`src/rtl/nmr_pck_pkg.sv`:
```
// Shared types and constants for the NMR sample packer.
// Optional build macro: NMR_PCK_TIMESTAMP_EN (see nmr_sample_packer.sv).
package nmr_pck_pkg;

  // Packer life cycle: one acquisition window per reset.
  typedef enum logic [1:0] {
    ST_IDLE  = 2'd0,
    ST_RUN   = 2'd1,
    ST_FLUSH = 2'd2,
    ST_DONE  = 2'd3
  } pck_state_e;

  // Upper word of the optional header beat, lets the DMA consumer find it.
  localparam logic [31:0] HDR_MAGIC = 32'hA5A5_0001;

  // Boxcar accumulator must hold 2^max_log2 full-scale samples without wrap.
  function automatic int acc_width(input int data_w, input int max_log2);
    return data_w + max_log2;
  endfunction

endpackage

```
`src/rtl/nmr_pck_fifo.sv`:
```
// Synchronous output FIFO for packed beats.
// A push while full is accepted only when a pop happens on the same edge;
// otherwise the beat is dropped and 'drop' pulses for that cycle.
// pop_data reads as zero while empty so the stream outputs are clean in reset.
module nmr_pck_fifo #(
  parameter int WIDTH = 65,
  parameter int DEPTH = 4
) (
  input  logic             clk,
  input  logic             rst,
  input  logic             push,
  input  logic [WIDTH-1:0] push_data,
  input  logic             pop,
  output logic [WIDTH-1:0] pop_data,
  output logic             empty,
  output logic             full,
  output logic             drop
);

  localparam int AW = $clog2(DEPTH);

  logic [WIDTH-1:0] mem [DEPTH];
  logic [AW:0]      wr_ptr;
  logic [AW:0]      rd_ptr;
  logic             do_push;
  logic             do_pop;

  assign empty    = (wr_ptr == rd_ptr);
  assign full     = (wr_ptr[AW] != rd_ptr[AW]) && (wr_ptr[AW-1:0] == rd_ptr[AW-1:0]);
  assign do_pop   = pop && !empty;
  assign do_push  = push && (!full || do_pop);
  assign drop     = push && full && !do_pop;
  assign pop_data = empty ? '0 : mem[rd_ptr[AW-1:0]];

  // Storage write; when full with a pop the write lands on the slot being freed.
  always_ff @(posedge clk) begin
    if (do_push) begin
      mem[wr_ptr[AW-1:0]] <= push_data;
    end
  end

  // Read/write pointers with an extra wrap bit to tell full from empty.
  always_ff @(posedge clk) begin
    if (rst) begin
      wr_ptr <= '0;
      rd_ptr <= '0;
    end else begin
      if (do_push) wr_ptr <= wr_ptr + 1'b1;
      if (do_pop)  rd_ptr <= rd_ptr + 1'b1;
    end
  end

endmodule

```
`src/rtl/nmr_sample_packer.sv`:
```
// NMR acquisition sample packer: boxcar-decimates the dual-channel ADC
// stream, packs two decimated pairs per beat and streams them out with
// burst tlast markers, stopping after cfg_nb_of_sample decimated samples.
// Optional build macro NMR_PCK_TIMESTAMP_EN: prepend a {HDR_MAGIC, cycle
// count} header beat at the start of RUN.
//
// Output stream handshake: a beat transfers on any clock edge where
// m_axis_tvalid and m_axis_tready are both high; while tvalid is high and
// tready low, tdata/tlast hold their value. The ADC input has no ready and
// is sampled on every edge where s_adc_tvalid is high.
module nmr_sample_packer
  import nmr_pck_pkg::*;
#(
  parameter int DATA_W         = 16,
  parameter int MAX_DECIM_LOG2 = 8,
  parameter int FIFO_DEPTH     = 4
) (
  input  logic                  clk,
  input  logic                  rst,
  input  logic [2*DATA_W-1:0]   s_adc_tdata,
  input  logic                  s_adc_tvalid,
  input  logic [31:0]           cfg_nb_of_sample,
  input  logic [31:0]           cfg_size,
  input  logic [3:0]            cfg_decim_log2,
  output logic [4*DATA_W-1:0]   m_axis_tdata,
  output logic                  m_axis_tvalid,
  input  logic                  m_axis_tready,
  output logic                  m_axis_tlast,
  output logic                  done,
  output logic                  overflow,
  output logic [31:0]           sample_cnt
);

  localparam int ACC_W  = acc_width(DATA_W, MAX_DECIM_LOG2);
  localparam int PAIR_W = 2 * DATA_W;
  localparam int BEAT_W = 4 * DATA_W;
  localparam int CNT_W  = MAX_DECIM_LOG2 + 1;

  pck_state_e state_q;
  pck_state_e state_d;

  // Latched configuration
  logic [31:0] nb_q;
  logic [31:0] size_q;
  logic [3:0]  dlog_q;
  logic [3:0]  dlog_clamped;

  // Decimator
  logic signed [ACC_W-1:0] acc_a_q;
  logic signed [ACC_W-1:0] acc_b_q;
  logic signed [ACC_W-1:0] sum_a;
  logic signed [ACC_W-1:0] sum_b;
  logic [DATA_W-1:0]       dec_a;
  logic [DATA_W-1:0]       dec_b;
  logic [CNT_W-1:0]        dcnt_q;
  logic [CNT_W-1:0]        dec_last_idx;
  logic                    sample_take;
  logic                    dec_fire;
  logic                    dec_valid_q;
  logic                    dec_last_q;
  logic [PAIR_W-1:0]       dec_pair_q;
  logic [31:0]             sample_cnt_q;

  // Packer and burst tracking
  logic [PAIR_W-1:0] low_q;
  logic              have_low_q;
  logic [31:0]       burst_cnt_q;
  logic              burst_wrap;
  logic              push_en;
  logic [BEAT_W-1:0] push_data;
  logic              push_last;
  logic              overflow_q;

  // FIFO side
  logic [BEAT_W:0] fifo_out;
  logic            fifo_empty;
  logic            fifo_full;
  logic            fifo_drop;

`ifdef NMR_PCK_TIMESTAMP_EN
  logic [31:0] ts_q;
  logic        hdr_pending_q;
`endif

  assign dlog_clamped = (cfg_decim_log2 > 4'(MAX_DECIM_LOG2)) ? 4'(MAX_DECIM_LOG2)
                                                              : cfg_decim_log2;

  // State register
  always_ff @(posedge clk) begin
    if (rst) state_q <= ST_IDLE;
    else     state_q <= state_d;
  end

  // Next-state: one acquisition per reset, DONE holds until the next reset.
  always_comb begin
    state_d = state_q;
    unique case (state_q)
      ST_IDLE:  state_d = (cfg_nb_of_sample == 32'd0) ? ST_DONE : ST_RUN;
      ST_RUN:   if (sample_cnt_q == nb_q) state_d = ST_FLUSH;
      ST_FLUSH: if (fifo_empty) state_d = ST_DONE;
      ST_DONE:  state_d = ST_DONE;
      default:  state_d = ST_IDLE;
    endcase
  end

  // Configuration is captured only in the single IDLE cycle after reset.
  always_ff @(posedge clk) begin
    if (rst) begin
      nb_q   <= '0;
      size_q <= '0;
      dlog_q <= '0;
    end else if (state_q == ST_IDLE) begin
      nb_q   <= cfg_nb_of_sample;
      size_q <= cfg_size;
      dlog_q <= dlog_clamped;
    end
  end

  // Samples are taken only in RUN and only until the target count is met.
  assign sample_take  = (state_q == ST_RUN) && s_adc_tvalid && (sample_cnt_q != nb_q);
  assign dec_last_idx = (CNT_W'(1) << dlog_q) - CNT_W'(1);
  assign dec_fire     = sample_take && (dcnt_q == dec_last_idx);
  assign sum_a        = acc_a_q + ACC_W'(signed'(s_adc_tdata[DATA_W-1:0]));
  assign sum_b        = acc_b_q + ACC_W'(signed'(s_adc_tdata[PAIR_W-1:DATA_W]));
  assign dec_a        = DATA_W'(sum_a >>> dlog_q);
  assign dec_b        = DATA_W'(sum_b >>> dlog_q);

  // Boxcar accumulate; the block average is registered so d=0 is a 1-cycle pass.
  always_ff @(posedge clk) begin
    if (rst) begin
      acc_a_q      <= '0;
      acc_b_q      <= '0;
      dcnt_q       <= '0;
      dec_valid_q  <= 1'b0;
      dec_last_q   <= 1'b0;
      dec_pair_q   <= '0;
      sample_cnt_q <= '0;
    end else begin
      dec_valid_q <= 1'b0;
      dec_last_q  <= 1'b0;
      if (dec_fire) begin
        acc_a_q      <= '0;
        acc_b_q      <= '0;
        dcnt_q       <= '0;
        dec_valid_q  <= 1'b1;
        dec_last_q   <= ((sample_cnt_q + 32'd1) == nb_q);
        dec_pair_q   <= {dec_b, dec_a};
        sample_cnt_q <= sample_cnt_q + 32'd1;
      end else if (sample_take) begin
        acc_a_q <= sum_a;
        acc_b_q <= sum_b;
        dcnt_q  <= dcnt_q + 1'b1;
      end
    end
  end

  assign burst_wrap = (size_q != 32'd0) && (burst_cnt_q == size_q - 32'd1);

  // Beat assembly: pair two decimated samples, pad the odd final one with zero.
  always_comb begin
    push_en   = 1'b0;
    push_data = '0;
    push_last = 1'b0;
    if (dec_valid_q) begin
      if (have_low_q) begin
        push_en   = 1'b1;
        push_data = {dec_pair_q, low_q};
        push_last = dec_last_q || burst_wrap;
      end else if (dec_last_q) begin
        push_en   = 1'b1;
        push_data = {{PAIR_W{1'b0}}, dec_pair_q};
        push_last = 1'b1;
      end
    end
`ifdef NMR_PCK_TIMESTAMP_EN
    // Header goes out in the first RUN cycle, before any data can be ready.
    if ((state_q == ST_RUN) && hdr_pending_q) begin
      push_en   = 1'b1;
      push_data = {{(BEAT_W-64){1'b0}}, HDR_MAGIC, ts_q};
      push_last = burst_wrap;
    end
`endif
  end

  // Low-half holding register, burst beat index and sticky overflow.
  always_ff @(posedge clk) begin
    if (rst) begin
      low_q       <= '0;
      have_low_q  <= 1'b0;
      burst_cnt_q <= '0;
      overflow_q  <= 1'b0;
    end else begin
      if (dec_valid_q) begin
        if (have_low_q) begin
          have_low_q <= 1'b0;
        end else if (!dec_last_q) begin
          low_q      <= dec_pair_q;
          have_low_q <= 1'b1;
        end
      end
      if (push_en) begin
        burst_cnt_q <= burst_wrap ? 32'd0 : burst_cnt_q + 32'd1;
      end
      if (fifo_drop) begin
        overflow_q <= 1'b1;
      end
    end
  end

`ifdef NMR_PCK_TIMESTAMP_EN
  // Free-running timestamp and one-shot header request on entering RUN.
  always_ff @(posedge clk) begin
    if (rst) begin
      ts_q          <= '0;
      hdr_pending_q <= 1'b0;
    end else begin
      ts_q <= ts_q + 32'd1;
      if ((state_q == ST_IDLE) && (cfg_nb_of_sample != 32'd0)) begin
        hdr_pending_q <= 1'b1;
      end else if (state_q == ST_RUN) begin
        hdr_pending_q <= 1'b0;
      end
    end
  end
`endif

  nmr_pck_fifo #(
    .WIDTH (BEAT_W + 1),
    .DEPTH (FIFO_DEPTH)
  ) u_fifo (
    .clk       (clk),
    .rst       (rst),
    .push      (push_en),
    .push_data ({push_last, push_data}),
    .pop       (m_axis_tready),
    .pop_data  (fifo_out),
    .empty     (fifo_empty),
    .full      (fifo_full),
    .drop      (fifo_drop)
  );

  assign m_axis_tvalid = !fifo_empty;
  assign m_axis_tdata  = fifo_out[BEAT_W-1:0];
  assign m_axis_tlast  = fifo_out[BEAT_W];
  assign done          = (state_q == ST_DONE);
  assign overflow      = overflow_q;
  assign sample_cnt    = sample_cnt_q;

endmodule

```
`config.mk`:
```
export PLATFORM = sky130hd
export DESIGN_NAME = nmr_sample_packer
export DESIGN_NICKNAME = d
export VERILOG_FILES = /design/src/rtl/nmr_pck_pkg.sv /design/src/rtl/nmr_pck_fifo.sv /design/src/rtl/nmr_sample_packer.sv
export SDC_FILE = /design/constraint.sdc
export NUM_CORES = 1
export LEC_CHECK = 0
export CORE_MARGIN = 2
export CORE_UTILIZATION = 40
export DETAILED_ROUTE_END_ITERATION = 12
export HOLD_SLACK_MARGIN = 0.05
export PLACE_DENSITY_LB_ADDON = 0.3
export SYNTH_ARGS = -nofsm -noshare
export SYNTH_HDL_FRONTEND = slang
export SYNTH_SLANG_ARGS = --single-unit
```
`constraint.sdc`:
```
create_clock -name clk -period 12.89 [get_ports clk]
set_input_delay 1.289 -clock clk [delete_from_list [all_inputs] [get_ports clk]]
set_output_delay 1.289 -clock clk [all_outputs]
set_load 0.005 [all_outputs]
```
# Yosys cells after proc, flatten, opt, wreduce, memory -nomap -nowiden
# Memory sizes are Yosys's and may differ from the RTL's. A register that Yosys moved wholly into a read port is not among the register bits.
# Index checks and enable logic that the tools add are counted.
[word_totals]
register_bits = 265
ram_bits = 260
inputBits = 104
out_inout_bits = 100
wordCells = 90
mem_count = 1
[op_classes]
add_sub_neg = 9
n_lt_le_gt_ge = 1
n_eq_ne = 13
shifts = 3
muxes = 22
bitwise = 3
reduce_logical = 21
[mem_list]
columns = ["name", "words", "width", "read_ports", "rd_ports_with_merged_regs", "wr", "line_no", "source"]
rows = [
  ["u_fifo.mem", 4, 65, 1, 1, 1, "nmr_pck_fifo.sv:22", "logic [WIDTH-1:0] mem [DEPTH];"],
]
[op_table]
columns = ["op", "count"]
rows = [
  ["2-to-1 mux 64 bit", 2],
  ["equality test 32 bit", 3],
  ["2-to-1 mux 65 bit", 1],
  ["adder 32 x 1 -> 32 bit (second input constant)", 2],
  ["2-to-1 mux 32 bit", 2],
  ["adder 24 x 16 -> 24 bit", 2],
  [">>> shifter 24 x 4 -> 16 bit", 2],
  ["zero test 32 bit", 1],
  ["!= test 32 bit", 1],
  ["nonzero test 32 bit", 1],
  ["subtractor 32 x 1 -> 32 bit (second input constant)", 1],
  ["2-to-1 mux 1 bit", 10],
  ["2-to-1 mux 2 bit", 5],
  ["adder 9 x 1 -> 9 bit (second input constant)", 1],
  ["equality test 9 bit", 1],
  ["logical AND 1 bit", 9],
  ["<< shifter 1 x 4 -> 9 bit (first input constant)", 1],
  ["subtractor 9 x 2 -> 9 bit (second input constant)", 1],
  ["case mux 2 bit (4 select lines)", 1],
  ["adder 3 x 1 -> 3 bit (second input constant)", 2],
  ["equality test 2 bit (second input constant)", 2],
  ["> comparator 4 bit (second input constant)", 1],
  ["2-to-1 mux 4 bit", 1],
  ["OR reduction 2 bit", 2],
  ["12 further kinds", 17],
]

# Depth between registers and ports, before layout
# Gate-level depths: netlist of run 1.
[logic_depth]
ltp_word = 7
mapped_depth = 19
depth_no_buf = 14

# Cells and area by module
# A second synthesis of run 1 with hierarchy kept.
[unflattened]
cells_unflattened = 2939
hier_area_um2 = 28982.8
[modules_own_cells]
columns = ["module", "n_inst", "cells_each", "area_each_um2", "seq_area_each_um2"]
rows = [
  ["nmr_sample_packer", 1, 2472, 18697.9, 5185.0],
  ["nmr_pck_fifo", 1, 467, 10284.9, 7967.6],
]

# Worst setup path after synthesis of run 1
# Ideal clock, no wire load.
[synth_timing]
path_kind = "reg2reg"
from = "reg dlog_q[0]"
to = "reg dec_pair_q[10]"
setup_ns = 0.135
t_arrival_ns = 4.205
required_time_ns = 12.755
path_slack_ns = 8.550
stages_incl_launch_ff = 20
path_buffers = 7
period_less_slack_ns = 4.340
cell_sequence = "dfxtp_1 -> clkbuf_1 -> clkinv_1 -> buf_1 -> clkbuf_1 -> nor2_1 -> nand2_1 -> ha_1 -> buf_1 -> or3_1 -> a211oi_1 -> o21ai_0 -> a222oi_1 -> and4_1 -> clkbuf_1 -> clkbuf_1 -> nor2_1 -> clkbuf_1 -> a2bb2oi_1 -> o221ai_1"
[synth_between]
elab_chain_len = 4
word_cells_on_any_way = 5
classes_between = "1 x add/sub; 1 x eq/ne; 2 x shift; 1 x reduce/logical"
[synth_rtl]
columns = ["element", "line_no", "source"]
rows = [
  ["from (decl)", "nmr_sample_packer.sv:45", "logic [3:0] dlog_q;"],
  ["from (signal assigned)", "nmr_sample_packer.sv:115", "dlog_q <= dlog_clamped;"],
  ["<< shifter 1 x 4 -> 9 bit", "nmr_sample_packer.sv:121", "assign dec_last_idx = (CNT_W'(1) << dlog_q) - CNT_W'(1);"],
  ["subtractor 9 x 2 -> 9 bit", "nmr_sample_packer.sv:121", ""],
  ["equality test 9 bit", "nmr_sample_packer.sv:122", "assign dec_fire = sample_take && (dcnt_q == dec_last_idx);"],
  ["logical AND 1 bit", "nmr_sample_packer.sv:122", ""],
  ["to (signal assigned)", "nmr_sample_packer.sv:147", "dec_pair_q <= {dec_b, dec_a};"],
  ["to (decl)", "nmr_sample_packer.sv:61", "logic [PAIR_W-1:0] dec_pair_q;"],
]
# Several ways; a longest one is shown, not always the timed one.
# A chain may end at the register's enable or synchronous reset.

==> results of run 1 <==
-- flip-flops by register name, summed over array words and instances (netlist names), 24 cells and up, named ones only --
| signal | flops |
|---|---|
| acc_b_q | 24 |
| size_q | 32 |
| sample_cnt | 32 |
| burst_cnt_q | 32 |
| low_q | 32 |
| acc_a_q | 24 |
| nb_q | 32 |
| u_fifo.mem | 260 |
| dec_pair_q | 32 |
-- worst max-delay path, delay by kind of cell, from the launching register on --
kind                   cells  cell delay, ps
and+or+nand+nor            1             160
DFF                        1             770
muxes                      1             660
buffers and inverters      2            1170
-- power breakdown --
part           internal (mW)  switching, mW
combinational          0.223          0.325
clock                  0.926          0.704
sequential              1.77         0.0297
-- area by class of cell --
cell class	count	area [um2]
timing repair buffer	229	2220
clock buffer	77	1540
antenna	1	2.50
tap	873	1090
sequential	527	13200
inverter	31	116
clock inverter	29	337
fill	6057	35500
multi-input combinational	1960	13400
-- worst max-delay path by stage --
stage	startpoint	cells after the start	slack, ps	end
floorplan	dlog_q[0]	19	8550	dec_pair_q[10]
global placement	s_adc_tvalid	10	7790	dec_pair_q[30]
detailed placement	s_adc_tdata[1]	11	7750	dec_pair_q[8]
CTS	flop	4	8060	m_axis_tdata[55]
global route	flop	4	7920	m_axis_tdata[23]
finish	flop	4	8220	m_axis_tdata[44]
-- cells in the mapped netlist, drive strengths merged (17+ instances only) --
master	count	area share
nand2	362	0.050
dfxtp	267	0.20
nor2	266	0.037
edfxtp	260	0.29
a21oi	183	0.034
clkbuf	134	0.018
xnor2	119	0.038
mux2i	116	0.043
xor2	98	0.031
nor2b	79	0.018
mux4	73	0.060
o21ai	66	0.012
and3	63	0.015
nand3	60	0.011
ha	57	0.026
nor3	45	0.0086
a211oi	35	0.0098
buf	34	0.0058
nand4	33	0.0076
inv	30	0.0041
and2	22	0.0050
nor4	22	0.0056
o211ai	18	0.0049
or3	18	0.0041
mux2	17	0.0070
-- kinds of logic after synthesis --
group           Yosys count
buf+inv                 199
xor+xnor                217
compound gates          445
fa+ha+maj                59
flops                   527
simple gates           1033
mux                     206
-- routing by layer --
layer  wire length, um  track usage  vias to the layer above  part of all wire
li1                  -            -                     9956                 -
met1             34300        0.285                    10292              0.47
met2             34600        0.339                      542              0.47
met3              3510       0.0307                       91             0.048
met4              1240       0.0432                        0             0.017
met5                 0            0                        -                 0
==> results_dict.tcl, run 1 <==
set metrics [dict create \
    dr.first_iter.drc_count 1626 \
    numClockSinks 527 \
    p_total_mw 3.98 \
    grt_first_pass_wirelength_mm 116 \
    cts_tree "built" \
    cts_resized 0 \
    cp_slowest_cell "dfxtp_4" \
    drive_above_1_share 0.0845 \
    vias_per_cell 5.60 \
    rsz0062_at_grt "no" \
    htree_levels 2 \
    vdd_drop_max_mv 0.135 \
    via_count 20881 \
    final_area_um2 31900 \
    cts_setup_buffers 0 \
    ys_seq_area_frac 0.481 \
    avgSynthCellArea_um2 10.2 \
    place_inst 3620 \
    cp_cell_sequence "buf_4 > mux4_2 > nor2b_1 > clkdlybuf4s50_1" \
    slowest_delay_ps 770 \
    p_leak_nw 11.5 \
    die_x_um 265 \
    overflow 0 \
    yosys.area_share.simple 0.179 \
    final_util 0.473 \
    syn_inst 2686 \
    rrSetupSlack_ps 8270 \
    cts_root_buf "clkbuf_16" \
    die_height_um 265 \
    whs_ps 453 \
    place_congestion 0.866 \
    synth-adder-area-share 0.0276 \
    floorplan.die_area_um2 70400 \
    async_flop_share 0 \
    synth-edff-count 260 \
    synth_seq_cells 527 \
    end_kind "output pin" \
    worst-setup-path-type "reg2out" \
    synthFlopType "dfxtp_1" \
    crit_required_ps 11600 \
    max_freq_ghz 0.214 \
    worst_slack_ps 8220 \
    pin_count 204 \
    finalMaxSlewViolations 0 \
    synth-compound-area-share 0.105 \
    setup_violations 0 \
    synth_top_family_by_area "simple AND/OR/NAND/NOR gates" \
    muxShareOfSynthArea 0.110 \
    hold_end "low_q[13]" \
    hold_depth 2 \
    cap_violations 0 \
    grt_usage 0.205 \
    cp_max_fo 33 \
    final_nets 2968 \
    start_util 0.405 \
    tightest_slew_ps 1050 \
    drcViolationCount 0 \
    finalNonFillerCells 3727 \
    synth_nets 2849 \
    clk_path_buf_depth 3 \
    power_density_nw_per_um2 125 \
    synth_warnings 0 \
    yosys.cell_types.count 87 \
    hold_path.startpoint "low_q[13]" \
    coreArea_um2 67400 \
    grt_pass1_vias 20439 \
    antenna_found_initial 1 \
    dr.pass1.iters 5 \
    synth_area_um2 27300 \
    finalHoldViolCount 0 \
    relSlewSlack 0.303 \
    dpl.hpwl_mm 50.0 \
    r2r-start "dlog_q[0]" \
    period_share 0.362 \
    syn_to_final_growth_pct 16.8 \
    period_minus_slack_ps 4670 \
    fin_tns_setup_ps 0 \
    start_kind "flop" \
    status "finished, final reports clean" \
    layout_common_cells "362 x nand2_1, 264 x nor2_1, 263 x dfxtp_1" \
    hold_class "reg2reg" \
    numCtsBuffers 56 \
    routedWlPerCell_um 19.8 \
    clk_pin_slew_ps 60 \
    rows 95 \
    layout_commonest_cell "nand2_1" \
    dp_slack_ps 7750 \
    crit_arrival_ps 3380 \
    fin_worst_skew_ps 78.3 \
    clkLatencyLatePin_ps 650 \
    postCtsHoldBufs 0 \
    placed_area_um2 30000 \
    worstRegToRegCells 14 \
    port_buffers 203 \
    ant_nets 0 \
    synth_xor_area_frac 0.0696 \
    grt_max_degree 83 \
    routed_wl_mm 73.6 \
    r2r_end "dec_pair_q[30]" \
]
No activity file was read; power rests on OpenSTA's default activity.
==> inputs of run 2 (changes only) <==
Clock period 12.89 ns to 4.4 ns, I/O delays scaled along.
==> run 2 against run 1 <==
  * Critical path depth rose by 11
  * Core utilization rose by 0.64 points
  * Sequential power rose to 2.9 times the previous value
  * Sequential cell count did not move
  * Clock power rose to 3.2 times the previous value
  * Largest cell class unchanged
  * Largest power group unchanged
  * Highest routed layer unchanged
==> results_dict.tcl, run 2 (synthesized netlist as in run 1, its figures left out) <==
set metrics [dict create \
    cts_root_buf "clkbuf_16" \
    routedWlPerCell_um 19.3 \
    layout_commonest_cell "nand2_1" \
    syn_to_final_growth_pct 18.3 \
    dp_slack_ps 139 \
    final_nets 2989 \
    routed_wl_mm 72.4 \
    grt_first_pass_wirelength_mm 115 \
    cts_setup_buffers 0 \
    pin_count 204 \
    period_share 0.895 \
    cts_tree "built" \
    vdd_drop_max_mv 0.344 \
    hold_depth 3 \
    via_count 21050 \
    end_kind "flop" \
    finalHoldViolCount 0 \
    fin_worst_skew_ps 55.9 \
    tightest_slew_ps 1130 \
    vias_per_cell 5.62 \
    layout_common_cells "362 x nand2_1, 264 x nor2_1, 263 x dfxtp_1" \
    grt_pass1_vias 20694 \
    die_x_um 265 \
    clkLatencyLatePin_ps 640 \
    cp_cell_sequence "nor2_1 > buf_4 > nand2_1 > ha_1 > or4_1 > a21oi_1 > o21ai_0 > a222oi_1 > and4_2 > nand2_1 > inv_1 > buf_4 > nand2_1 > or3_1 > o311ai_0" \
    period_minus_slack_ps 3940 \
    relSlewSlack 0.249 \
    cp_common_cell "nand2_1" \
    dr.first_iter.drc_count 1642 \
    antenna_found_initial 0 \
    hold_class "in2reg" \
    rsz0062_at_grt "no" \
    place_inst 3641 \
    num_antenna_cells 0 \
    p_leak_nw 11.8 \
    worst_slack_ps 464 \
    cts_resized 0 \
    status "finished, final reports clean" \
    worst-setup-path-type "reg2reg" \
    dr.pass1.iters 6 \
    clk_pin_slew_ps 60 \
    dpl.hpwl_mm 50.3 \
    htree_levels 2 \
    die_height_um 265 \
    grt_usage 0.202 \
    crit_required_ps 4920 \
    place_congestion 0.907 \
    overflow 0 \
    whs_ps 314 \
    drive_above_1_share 0.0912 \
    critPathBufInv 3 \
    clk_path_buf_depth 3 \
    port_buffers 203 \
    grt_max_degree 100 \
    ant_nets 0 \
    cp_max_fo 10 \
    floorplan.die_area_um2 70400 \
    start_util 0.405 \
    finalMaxSlewViolations 0 \
    slowest_delay_ps 430 \
    start_kind "flop" \
    cap_violations 0 \
    rows 95 \
    power_density_nw_per_um2 374 \
    numClockSinks 527 \
    worstRegToRegCells 15 \
    largest_register_ffs 260 \
    worst-path-stages 15 \
    max_freq_ghz 0.254 \
    fill_cells 6058 \
    fin_tns_setup_ps 0 \
    cp_top_family "simple AND/OR/NAND/NOR gates" \
    numCtsBuffers 56 \
    drcViolationCount 0 \
    finalNonFillerCells 3746 \
    rrSetupSlack_ps 460 \
    cp_slowest_cell "or4_1" \
    crit_arrival_ps 4450 \
    postCtsHoldBufs 0 \
    setup_violations 0 \
    coreArea_um2 67400 \
]
[run 2: cell count changes in the layout (fill, tap and decap cells not counted), moves of 2 or more]
cell        delta
clkinv_2       -8
clkinvlp_4     -3
clkbuf_8       +2
buf_4         +15
bufinv_16      +6
clkbuf_16      +2
buf_12         +6
[run 2: layer usage]
| layer | global-route usage | vias to the layer above | routed length, um |
|---|---|---|---|
| met5 | 0 | - | 0 |
| met4 | 0.0492 | 0 | 1440 |
| met3 | 0.0278 | 103 | 4040 |
| met2 | 0.335 | 621 | 34100 |
| met1 | 0.280 | 10353 | 32800 |
| li1 | - | 9973 | - |
[run 2: worst paths after layout]
kind | start | end
worst min-delay path | rst | dec_pair_q[31]
worst max-delay path | dlog_q[0] | dec_pair_q[30]
worst max register to register | dlog_q[0] | dec_pair_q[30]
worst min register to register | low_q[10] | low_q[10]
[run 2: power breakdown]
part / leakage, nW / total [mW] / internal (mW) / switching (mW)
clock network: 1.00 / 5.20 / 3.17 / 2.03
registers: 4.89 / 5.27 / 5.19 / 0.0879
logic: 5.87 / 1.61 / 0.668 / 0.943
total: 11.8 / 12.1 / 9.02 / 3.06
[run 2: stage by stage]
step,power (mW),util,cell area [um2]
after floorplan,6.47,-,27300
after global placement,6.94,0.449,30200
after detailed placement,6.96,0.449,30200
after CTS,12.2,0.480,32300
after global routing,12.5,0.480,32300
final,12.1,0.480,32300
[run 2: layout make-up]
cell class / instances / area (um2) / area share
inverters: 31 / 116 / 0.00360
multi-input cells: 1960 / 13400 / 0.415
well taps: 873 / 1090 / 0.0338
flip-flops and latches: 527 / 13200 / 0.407
clock inverters: 25 / 465 / 0.0144
repair buffers: 250 / 2460 / 0.0760
clock buffers: 80 / 1610 / 0.0499
[run 2: worst min-delay path: stages]
cell	delay (ps)
buf_4	120
inv_1	170
o311a_1	160
